[config.mk]
export PLATFORM = sky130hd
export DESIGN_NAME = c_shift_ctrl
export DESIGN_NICKNAME = d
export VERILOG_FILES = /design/src/rtl/c_shift_ctrl_pkg.sv /design/src/rtl/c_shift_ctrl_stage.sv /design/src/rtl/c_shift_ctrl.sv
export SDC_FILE = /design/constraint.sdc
export NUM_CORES = 1
export LEC_CHECK = 0
export ABC_AREA = 1
export ABC_CLOCK_PERIOD_IN_PS = 2100
export CORE_MARGIN = 8
export CORE_UTILIZATION = 36
export CTS_CLUSTER_DIAMETER = 100
export DETAILED_ROUTE_END_ITERATION = 10
export GPL_ROUTABILITY_DRIVEN = 0
export PLACE_DENSITY = 0.81
export REMOVE_ABC_BUFFERS = 1
export SYNTH_ARGS = -nofsm -noshare
export SYNTH_HDL_FRONTEND = slang
export SYNTH_SLANG_ARGS = --single-unit
[constraint.sdc]
create_clock -name clk -period 2.1 [get_ports clk]
set_clock_uncertainty 0.2 [all_clocks]
set_input_delay 0.21 -clock clk [delete_from_list [all_inputs] [get_ports clk]]
set_output_delay 0.21 -clock clk [all_outputs]
set_load 0.02 [all_outputs]
[src/rtl/c_shift_ctrl_pkg.sv]
// Shared types and helpers for the elastic shift-chain flow controller.
package c_shift_ctrl_pkg;

   typedef enum logic [1:0] {
      IDLE  = 2'd0,
      BUSY  = 2'd1,
      DRAIN = 2'd2
   } state_t;

   function automatic int clog2(input int value);
      int res;
      res = 0;
      for (int i = 0; i < 31; i++) begin
         if ((1 << i) < value) res = i + 1;
      end
      return res;
   endfunction

endpackage

[src/rtl/c_shift_ctrl_stage.sv]
// One stage of the elastic chain: valid flop plus move/load-enable logic.
module c_shift_ctrl_stage (
   input  logic clk,
   input  logic reset,
   input  logic in_valid,
   input  logic next_move,
   output logic valid,
   output logic move,
   output logic en
);

   assign move = ~valid | next_move;
   assign en   = move & in_valid;

   always_ff @(posedge clk or negedge reset) begin
      if (!reset) begin
         valid <= 1'b0;
      end else if (move) begin
         valid <= in_valid;
      end
   end

endmodule

[src/rtl/c_shift_ctrl.sv]
// Flow controller for an elastic register chain with drain sequencing.
// Optional output-stall counter: define C_SHIFT_CTRL_STALL_CNT_EN.
module c_shift_ctrl
   import c_shift_ctrl_pkg::*;
#(
   parameter int depth           = 2,
   parameter int cnt_width       = clog2(depth + 1),
   parameter int stall_cnt_width = 16
) (
   input  logic                       clk,
   input  logic                       reset,
   input  logic                       push_valid,
   output logic                       push_ready,
   output logic                       pop_valid,
   input  logic                       pop_ready,
   output logic [depth-1:0]           stage_en,
   output logic [depth-1:0]           stage_valid,
   output logic [cnt_width-1:0]       occupancy,
   input  logic                       drain_req,
   output logic                       drain_done,
   output logic                       active,
   output logic [stall_cnt_width-1:0] stall_cnt
);

   state_t               state;
   logic                 pop;
   logic                 push;
   logic                 drain_fire;
   logic [cnt_width-1:0] occ_next;

   assign pop_valid = stage_valid[depth-1];
   assign pop       = pop_valid & pop_ready;

   // Move ripples from the output side; each stage keeps its own net.
   for (genvar i = 0; i < depth; i++) begin : g_stage
      logic mv;
      logic nm;
      logic iv;

      if (i == depth - 1) begin : g_last
         assign nm = pop;
      end else begin : g_mid
         assign nm = g_stage[i+1].mv;
      end

      if (i == 0) begin : g_first
         assign iv = push;
      end else begin : g_rest
         assign iv = stage_valid[i-1];
      end

      c_shift_ctrl_stage u_stage (
         .clk       (clk),
         .reset     (reset),
         .in_valid  (iv),
         .next_move (nm),
         .valid     (stage_valid[i]),
         .move      (mv),
         .en        (stage_en[i])
      );
   end

   assign push_ready = g_stage[0].mv & (state != DRAIN);
   assign push       = push_valid & push_ready;
   assign active     = push_valid | (|stage_valid);

   assign occ_next   = occupancy + cnt_width'(push) - cnt_width'(pop);
   assign drain_fire = (state == DRAIN) && (occ_next == '0);

   always_ff @(posedge clk or negedge reset) begin
      if (!reset) begin
         state      <= IDLE;
         occupancy  <= '0;
         drain_done <= 1'b0;
      end else begin
         occupancy  <= occ_next;
         drain_done <= drain_fire;
         unique case (state)
            IDLE: begin
               if (drain_req)  state <= DRAIN;
               else if (push)  state <= BUSY;
            end
            BUSY: begin
               if (drain_req)             state <= DRAIN;
               else if (occ_next == '0)   state <= IDLE;
            end
            DRAIN: begin
               if (drain_fire) state <= IDLE;
            end
            default: state <= IDLE;
         endcase
      end
   end

`ifdef C_SHIFT_CTRL_STALL_CNT_EN
   logic [stall_cnt_width-1:0] stall_q;

   // Saturating count of cycles the output item waits on downstream.
   always_ff @(posedge clk or negedge reset) begin
      if (!reset) begin
         stall_q <= '0;
      end else if (drain_fire) begin
         stall_q <= '0;
      end else if (pop_valid && !pop_ready && !(&stall_q)) begin
         stall_q <= stall_q + 1'b1;
      end
   end

   assign stall_cnt = stall_q;
`else
   assign stall_cnt = '0;
`endif

endmodule

==> impl_summary.md <==
Synthesis
The mean post-synth cell area is 7.58 sq um. The netlist area before placement is approximately 530 sq um. The count of cell types in the netlist is 16. After synthesis, the cell types taking the most area are dfrtp_1, buf_4, nand2_1. The share of the Yosys chip area taken by registers is 33.0%. The cell taking the most area after synthesis is dfrtp_1. The share of the synthesized area in the top cell type is 33.0%. The Yosys warning count is 0. Counting flops and latches in the post-synthesis netlist gives 7. The number of instances in the synthesized netlist is 70.

Pwr
The completed layout was analyzed and its total power is 1.03 mW. The reported leakage power is ~0.4 nW. For this design the ratio of total power to cell area is roughly 1500 mW/mm^2. IR analysis of the VDD net gives a maximum drop of approximately 0.00053 V.

Detailed routing
The residual antenna-violating net count after detailed routing is 0. The via density per instance is 3.94. The detailed router finished its first iteration with 8 violations. The wire length per cell after detailed routing is about 10 um. Wires add up to ~1.1 mm. The first-pass detailed-route iteration total is 4. The detailed router placed 414 vias in this run. The post-route DRC violation count is 0.

Place
In this run the tool buffered the top-level ports with 14 buffer cells. The instance area after placement is 619 sq um. Counting tap cells, the placed design contains a total of ~100 instances. The HPWL after detailed placement is 893 um.

Clock network
In this run the deepest clock path goes through 2 buffers. TritonCTS built the clock tree. The maximum level of the CTS H-tree is 1.

Clock tree synthesis selected as its root buffer the cell clkbuf_4. For this design, the CTS-stage hold fixing added 0 buffers. Counting every sink on the clock net gives 7. The clock latency on the worst-skew pair is roughly 0.26 ns. Clock tree synthesis inserted a total of 3 buffers. The clock transition at the register clock pins on the worst setup and hold paths after CTS is 0.05 ns.

Final layout
The number of nets in the final layout is 97. The number of inserted diodes is 0. The number of filler cells placed in the layout is 144. Excluding fillers, the count of instances in the completed layout stands at approximately 110. The fraction of final layout cells with drive strength greater than 1 is 18.0%. The final design area excluding fillers is ~670 sq um. Relative to the synthesized area, the layout overhead comes to 26.9%.

Run status
The run finished with clean final reports.

Global routing
Global routing used 6.45% of the available tracks across all layers. The via count of the first global-routing pass came to 359. Entering global routing, the biggest net connects 8 pins. The first global-routing pass estimated 1.37 mm of wire. The overflow left after global routing is 0. The number of antenna violations at the first check in global routing is 0.

Floorplanning
The overall die area is ~0.003 sq mm. After floorplanning, the core was sized to cover 0.00144 sq mm. The number of top-level pins is 31. The initial utilization of the core area, before any placement, comes to 36.9%. The die height is ~54 um. In this run the core area contains 14 standard-cell rows.

The die is ~54 um wide.

Setup path
The worst setup path is launched from a flip-flop. STA puts the critical path data required time at about 2.0 ns. The sort of element at the end of the critical path is a flip-flop.

Counting both buffers and inverters, the worst setup path holds a total of 2. The class of the most critical setup path is flip-flop to flip-flop. The dominant delay contributor by cell family on the critical path is simple AND/OR/NAND/NOR gates. The highest net fanout along the worst path is 3. On the worst path, the slowest cell contributes a delay of 0.40 ns. The signal on the critical path passes through nand2_2 > nand2_2 > nor2_4 > inv_2 > ha_1 > inv_1 > ha_2 > nand3b_1 > nand2_1 > nand2_1.

The cell with the largest stage delay on the worst path is dfrtp_1. For the worst setup path, the data arrival time is 1.94 ns.

Timing
The count of endpoints failing setup in the final report is 0. The ratio of final minimum period to clock period is 94.9%. The sum of negative setup slack is 0 ns.

The final max-slew violation count was 0. The minimum clock period after layout is 1.99 ns. The final-report hold violation count was 0. The maximum clock rate is between 0.5 and 0.6 GHz.

Setup repair after global routing left no endpoint under its margin.

Worst hold path
In this run the worst hold path is classified as input pin to async pin.

Flow run
Across the run, the number of max-cap violations was 0.
==> path summary, 6_finish.rpt <==
kind	start	end	slack (ns)	cells past startpoint
min	reset	occupancy[1]	0.02	1
min in group clk	pop_ready	g_stage[1].u_stage.valid	0.08	4
max in group asynchronous	reset	g_stage[0].u_stage.valid	1.44	1
min reg2reg	occupancy[0]	occupancy[0]	0.37	1
max reg2reg	state[1]	state[1]	0.11	10
max	state[1]	state[1]	0.11	10
==> power breakdown <==
part           switching, mW  total [mW]  leakage, nW  internal (mW)
clock                 0.0505       0.123       0.0150         0.0726
sequential            0.0436       0.240       0.0870          0.197
combinational          0.363       0.670        0.294          0.307
total                  0.457        1.03        0.396          0.576
==> through the flow <==
step | utilization (%) | hold slack, ns | setup WS [ns]
finish | 46.9 | 0.0156 | 0.107
global route | 46.9 | 0.0345 | 0.00354
CTS | 44.8 | 0.0256 | 0.0646
detailed placement | 43.1 | 0.295 | -0.193
global placement | 43.1 | 0.289 | -0.148
floorplan | - | -0.286 | -0.0740
==> final cells by class <==
class	count	area (sq um)	area share, %
Multi-Input combinational cell	44	214	31.8
Timing Repair Buffer	20	185	27.5
Sequential cell	7	175	26.0
Inverter	14	52.6	7.81
Clock buffer	4	26.3	3.90
Tap cell	16	20.0	2.97
==> synthesized netlist by cell type, drive strengths merged <==
cell    instances
buf            20
nand2          17
inv            14
dfrtp           7
nor2            3
ha              2
nand3           2
a21oi           1
conb            1
nand3b          1
nand4           1
nor3            1
==> cells by family (layout without fill, tap and decap cells) <==
family / after synthesis / count (layout) / synth area share, %
buffers and inverters: 34 / 38 / 38.2
AND/OR/NAND/NOR: 25 / 25 / 22.4
adder cells (fa/ha/maj): 2 / 2 / 4.72
flip-flops: 7 / 7 / 33.0
AO/OA/AOI/OAI: 1 / 1 / 0.942
other: 1 / 16 / 0.707
==> registers in the layout, indices dropped and copies added, names as in the netlist <==
signal                 flops
g_stage.u_stage.valid      2
occupancy                  2
state                      2
drain_done                 1
==> per-layer routing <==
layer | global-route usage (%) | part of all wire [%] | wire length [um] | up-vias
li1 | - | - | - | 209
met4 | 4.92 | 1.1 | 12 | 0
met2 | 12.2 | 55 | 603 | 20
met5 | 0 | 0 | 0 | -
met3 | 2.45 | 14 | 148 | 2
met1 | 5.16 | 30 | 326 | 183
==> cells in the final DEF, fill, tap and decap left out, types with 2 or more instances in the layout <==
cell type,count
nand2_1,15
buf_4,6
conb_1,16
clkbuf_4,3
inv_2,2
clkdlybuf4s50_1,11
nand2_2,2
inv_1,12
nor2_1,2
dlygate4sd2_1,2
dfrtp_1,7
==> what timing repair did <==
| action | 4_1_cts | 5_1_grt |
|---|---|---|
| resized for setup | 2 | 4 |
| endpoints found under the setup margin | 2 | 2 |
| buffers inserted | 0 | 3 |
| pin swaps | 0 | 2 |
No activity file was read; power rests on OpenSTA's default activity.
